## src/rtl/if_stage_pkg.sv

```systemverilog
// Shared types and constants for the instruction-fetch stage and its
// fetch/decode output buffer.
package if_stage_pkg;

  localparam int InstAddrBus = 32;
  localparam int InstBus     = 32;

  localparam logic RstEnable    = 1'b1;
  localparam logic WriteEnable  = 1'b1;
  localparam logic WriteDisable = 1'b0;

  localparam logic [InstBus-1:0] ZeroWord = '0;

  typedef enum logic [1:0] {
    S_IDLE = 2'b00,
    S_REQ  = 2'b01,
    S_DROP = 2'b10
  } fetch_state_e;

endpackage

```

## src/rtl/if_id_skid.sv

```systemverilog
// Registered fetch/decode output word plus a one-entry skid buffer that
// absorbs a word returning while decode is stalled. Flush empties both.
module if_id_skid
  import if_stage_pkg::*;
#(
  parameter int ADDR_W = InstAddrBus,
  parameter int INST_W = InstBus
) (
  input  logic              clk,
  input  logic              rst,
  input  logic              push_i,
  input  logic [ADDR_W-1:0] pushPc_i,
  input  logic [INST_W-1:0] pushInst_i,
  input  logic              stall_i,
  input  logic              flush_i,
  output logic              outValid_o,
  output logic [ADDR_W-1:0] outPc_o,
  output logic [INST_W-1:0] outInst_o,
  output logic              full_o
);

  logic              outValid_q, outValid_d;
  logic [ADDR_W-1:0] outPc_q, outPc_d;
  logic [INST_W-1:0] outInst_q, outInst_d;
  logic              skidValid_q, skidValid_d;
  logic [ADDR_W-1:0] skidPc_q, skidPc_d;
  logic [INST_W-1:0] skidInst_q, skidInst_d;
  logic              outFree;

  // The output slot can take a new word when empty or being consumed.
  assign outFree = !outValid_q || !stall_i;

  always_comb begin
    outValid_d  = outValid_q;
    outPc_d     = outPc_q;
    outInst_d   = outInst_q;
    skidValid_d = skidValid_q;
    skidPc_d    = skidPc_q;
    skidInst_d  = skidInst_q;
    if (flush_i) begin
      outValid_d  = WriteDisable;
      skidValid_d = WriteDisable;
    end else if (outFree) begin
      if (skidValid_q) begin
        outValid_d  = WriteEnable;
        outPc_d     = skidPc_q;
        outInst_d   = skidInst_q;
        skidValid_d = WriteDisable;
      end else if (push_i) begin
        outValid_d = WriteEnable;
        outPc_d    = pushPc_i;
        outInst_d  = pushInst_i;
      end else begin
        outValid_d = WriteDisable;
      end
    end else if (push_i && !skidValid_q) begin
      skidValid_d = WriteEnable;
      skidPc_d    = pushPc_i;
      skidInst_d  = pushInst_i;
    end
  end

  always_ff @(posedge clk) begin
    if (rst == RstEnable) begin
      outValid_q  <= WriteDisable;
      outPc_q     <= '0;
      outInst_q   <= INST_W'(ZeroWord);
      skidValid_q <= WriteDisable;
      skidPc_q    <= '0;
      skidInst_q  <= INST_W'(ZeroWord);
    end else begin
      outValid_q  <= outValid_d;
      outPc_q     <= outPc_d;
      outInst_q   <= outInst_d;
      skidValid_q <= skidValid_d;
      skidPc_q    <= skidPc_d;
      skidInst_q  <= skidInst_d;
    end
  end

  assign outValid_o = outValid_q;
  assign outPc_o    = outPc_q;
  assign outInst_o  = outInst_q;
  assign full_o     = skidValid_q;

endmodule

```

## src/rtl/if_stage.sv

```systemverilog
// Instruction-fetch stage: owns the PC, runs the req/ack handshake to
// instruction memory and hands registered {pc, inst, valid} to decode.
module if_stage
  import if_stage_pkg::*;
#(
  parameter int                ADDR_W   = InstAddrBus,
  parameter int                INST_W   = InstBus,
  parameter logic [ADDR_W-1:0] RESET_PC = '0
) (
  input  logic              clk,
  input  logic              rst,
  input  logic              stall_i,
  input  logic              branch_flag_i,
  input  logic [ADDR_W-1:0] branch_target_i,
  output logic              imem_req_o,
  output logic [ADDR_W-1:0] imem_addr_o,
  input  logic              imem_ack_i,
  input  logic [INST_W-1:0] imem_rdata_i,
  output logic [ADDR_W-1:0] id_pc_o,
  output logic [INST_W-1:0] id_inst_o,
  output logic              id_valid_o
);

  fetch_state_e      state_q, state_d;
  logic [ADDR_W-1:0] pc_q, pc_d;
  logic [ADDR_W-1:0] dropAddr_q, dropAddr_d;
  logic              skidFull;
  logic              fetchAck;
  logic              pushWord;

  // While draining a flushed fetch the bus must keep showing its old address.
  always_comb begin
    imem_req_o  = 1'b0;
    imem_addr_o = '0;
    case (state_q)
      S_REQ: begin
        imem_req_o  = !skidFull;
        imem_addr_o = pc_q;
      end
      S_DROP: begin
        imem_req_o  = 1'b1;
        imem_addr_o = dropAddr_q;
      end
      default: ;
    endcase
  end

  assign fetchAck = (state_q == S_REQ) && imem_req_o && imem_ack_i;
  assign pushWord = fetchAck && !branch_flag_i;

  always_comb begin
    state_d    = state_q;
    pc_d       = pc_q;
    dropAddr_d = dropAddr_q;
    case (state_q)
      S_IDLE: state_d = S_REQ;
      S_REQ: begin
        if (branch_flag_i) begin
          if (imem_req_o && !imem_ack_i) begin
            state_d    = S_DROP;
            dropAddr_d = pc_q;
          end
        end else if (fetchAck) begin
          pc_d = pc_q + ADDR_W'(4);
        end
      end
      S_DROP: if (imem_ack_i) state_d = S_REQ;
      default: state_d = S_IDLE;
    endcase
    if (branch_flag_i) pc_d = {branch_target_i[ADDR_W-1:2], 2'b00};
  end

  always_ff @(posedge clk) begin
    if (rst == RstEnable) begin
      state_q    <= S_IDLE;
      pc_q       <= RESET_PC;
      dropAddr_q <= '0;
    end else begin
      state_q    <= state_d;
      pc_q       <= pc_d;
      dropAddr_q <= dropAddr_d;
    end
  end

  if_id_skid #(
    .ADDR_W(ADDR_W),
    .INST_W(INST_W)
  ) u_skid (
    .clk        (clk),
    .rst        (rst),
    .push_i     (pushWord),
    .pushPc_i   (pc_q),
    .pushInst_i (imem_rdata_i),
    .stall_i    (stall_i),
    .flush_i    (branch_flag_i),
    .outValid_o (id_valid_o),
    .outPc_o    (id_pc_o),
    .outInst_o  (id_inst_o),
    .full_o     (skidFull)
  );

endmodule

```

## config.mk

```make
export PLATFORM = sky130hd
export DESIGN_NAME = if_stage
export DESIGN_NICKNAME = d
export VERILOG_FILES = /design/src/rtl/if_stage_pkg.sv /design/src/rtl/if_id_skid.sv /design/src/rtl/if_stage.sv
export SDC_FILE = /design/constraint.sdc
export NUM_CORES = 1
export LEC_CHECK = 0
export ABC_AREA = 0
export BUFFER_PORTS_ARGS = -buffer_cell sky130_fd_sc_hd__buf_2
export CAP_MARGIN = 10
export CORE_MARGIN = 2
export CORE_UTILIZATION = 50
export CTS_CLUSTER_DIAMETER = 80
export DETAILED_ROUTE_END_ITERATION = 7
export PLACE_DENSITY = 0.82
export SLEW_MARGIN = 25
export SYNTH_ARGS = -nofsm -noshare
export SYNTH_HDL_FRONTEND = slang
export SYNTH_HIERARCHICAL = 1
export SYNTH_SLANG_ARGS = --single-unit
```

## constraint.sdc

```tcl
create_clock -name clk -period 3.1 [get_ports clk]
set_input_delay 0.465 -clock clk [delete_from_list [all_inputs] [get_ports clk]]
set_output_delay 0.465 -clock clk [all_outputs]
set_load 0.005 [all_outputs]
```

==> run summary <==
CTS Root Cell: clkbuf_16
global route total overflow: 0
Least-Margin Pin Slew: 0.7949 ns
Core ar.: 18,710 um^2
most common cell after layout, fill and taps aside: dfxtp_1
global-route wire length before repair: 36,560 um
synthesized area per cell: 8.764 um^2
yosys warns: 6
worst skew pair latency: 0.42 ns
CP Launch Type: flop
LEAKAGE: 3.855 nW
largest area contributor in the synthesized netlist: dfxtp_1
Longest Clk Path Bufs: 2
clk sink count: 192
number of diodes: 0
CP max-delay cell: or3_4
vias: 8,003
relative slew slack: 0.4693
postcts setup bufs: 0
Initial Utilization: 0.5107
Synth-to-Final Area Change: 15.13%
Tmin final: 2.819 ns
mapped cell area: 9553 um^2
Post-synth EDFFs: 0
total track usage: 0.2215
DR vias/cell: 5.546
Synth async-reset ratio: 0
Crit path buffers/inverters: 2
worst path cell trace: inv_1, ha_1, nand2_1, or3_4, nor2_1, o2bb2ai_4, buf_12, or3_1, a21oi_1
kind of cell adding the most delay to the critical path: simple AND/OR/NAND/NOR gates
hpwl dp: 14,960 um
maximum vdd drop: 0.3556 mV
Final Cycle Share: 0.9094
initial antenna violation count: 0
max-slew violation count: 0
WS Path Type: reg2reg
number of CTS-inserted buffers: 17
DRC: 0
final wirelength: 22,500 um
largest net degree at the start of global routing: 90
drt pass-1 iters: 5
Die Y: 142.2 um
hold crit path type: in2reg
Fmax: 354.7 MHz
CP required: 3.44 ns
final setup violation count: 0
H-tree levels: 4
Resized cells post-CTS: 0
row count: 50
outcome: completed
register bit total from synthesis: 192
Max Cap Violations: 0
Die Wd: 142.2 um
crit end category: flop
Buffers on Ports: 162
power density cells: 517.8 nW/um^2
Layout Nets: 1,273
worst hold slack: 0.2909 ns
post-synthesis cell count: 1,090
skew final: 0.007967 ns
final antenna-violating net count: 0
CP Max Fanout: 46
Seq/Total Area, Yosys: 0.4024
most frequent cells in the layout: 191 x dfxtp_1, 160 x buf_2, 129 x mux2i_1
Top Ports: 167
max incr delay on CP: 0.39 ns
share of Yosys cell area claimed by the top area cell type: 0.4024
share of cells above drive strength 1: 0.1811
Main synth FF type: dfxtp_1
clock-pin slew on the worst setup and hold paths: 0.07 ns
RSZ-0062 raised after global routing: no
Routability Congestion: 0.8383
CTS tree: built
die area: 20,230 um^2
setup_tns: 0 ns
final hold vios: 0
1st-iter DRT viols: 456
post-synth cell types: 43
synth top area cells: dfxtp_1 40%, mux2i_1 14%, nand2b_1 8.4%
number of global-route vias before repair: 7,210
Hold Buf Count CTS: 0
CP arrival: 3.16 ns
WL/cell: 15.59 um
-- path summary, 6_finish.rpt --
| kind | startpoint | endpoint | slack [ns] | depth (start not counted) |
|---|---|---|---|---|
| worst max-delay path | state_q[0] | u_skid/outInst_o[16] | 0.28 | 9 |
| worst min-delay path | branch_target_i[6] | pc_q[6] | 0.29 | 3 |
| worst min register to register | dropAddr_q[23] | dropAddr_q[23] | 0.46 | 2 |
| worst max register to register | state_q[0] | u_skid/outInst_o[16] | 0.28 | 9 |
-- flip-flops by register name, indices dropped and copies added, names as in the netlist --
name               count
u_skid/outPc_o        32
u_skid/skidPc_q       32
u_skid/outInst_o      32
u_skid/outValid_o      1
dropAddr_q            30
pc_q                  30
state_q                2
u_skid/skidInst_q     32
u_skid/full_o          1
-- power breakdown --
part	internal, mW	switching, mW
logic	0.335	0.471
registers	2.52	0.0823
clock network	1.35	0.933
total	4.21	1.49
-- layout make-up --
class | count | area (um^2)
well taps | 234 | 292.8
flip-flops and latches | 192 | 3847
clock inverters | 9 | 130.1
fillers | 1677 | 7707
repair buffers | 182 | 1045
clock buffers | 21 | 481.7
inverters | 10 | 37.54
multi-input cells | 795 | 5164
-- worst reg2reg max path, delay by kind of cell (launching register included) --
kind / cells / cell delay, ns
flops: 1 / 0.38
buf+inv: 2 / 0.39
fa+ha+maj: 1 / 0.30
compound gates: 2 / 0.48
simple gates: 4 / 1.19
-- layer usage --
metal	up-vias	part of all wire	global-route usage
met2	289	0.44	0.3371
li1	3994	-	-
met3	22	0.068	0.03903
met4	0	0.011	0.05947
met5	-	0	0
met1	3698	0.48	0.3234
-- cell usage after synthesis, types with 5 or more instances --
master,number
a211oi_1,16
a21oi_1,100
a22oi_1,29
a311oi_1,6
and3_1,7
and4_1,6
buf_12,6
buf_4,5
buf_6,8
clkbuf_1,72
dfxtp_1,192
ha_1,6
inv_1,9
mux2i_1,129
nand2_1,92
nand2b_1,128
nand3_1,10
nand4_1,7
nor2_1,26
nor2b_1,31
nor3_1,5
nor4_1,9
o21ai_0,70
or3_1,70
xnor2_1,9
xor2_1,14
-- cells by family after synthesis --
group	Yosys count	synth area share
AND/OR/NAND/NOR	399	0.2325
AO/OA/AOI/OAI	232	0.1394
flip-flops	192	0.4024
multiplexers	129	0.1352
buffers and inverters	108	0.06130
XOR/XNOR	23	0.02109
adder cells (fa/ha/maj)	6	0.007858
other	1	0.0003926
-- stage by stage --
stage	util	cells	setup WS (ns)	power (mW)	instance area [um^2]
after floorplan	-	1095	0.6247	3.200	9572
after global placement	0.5553	1413	0.4007	3.427	10390
after detailed placement	0.5553	1413	0.3292	3.452	10390
after CTS	0.5880	1443	0.2841	5.732	11000
after global routing	0.5880	1443	0.07178	5.931	11000
final	0.5880	1443	0.2810	5.695	11000
No activity file was read; power rests on OpenSTA's default activity.
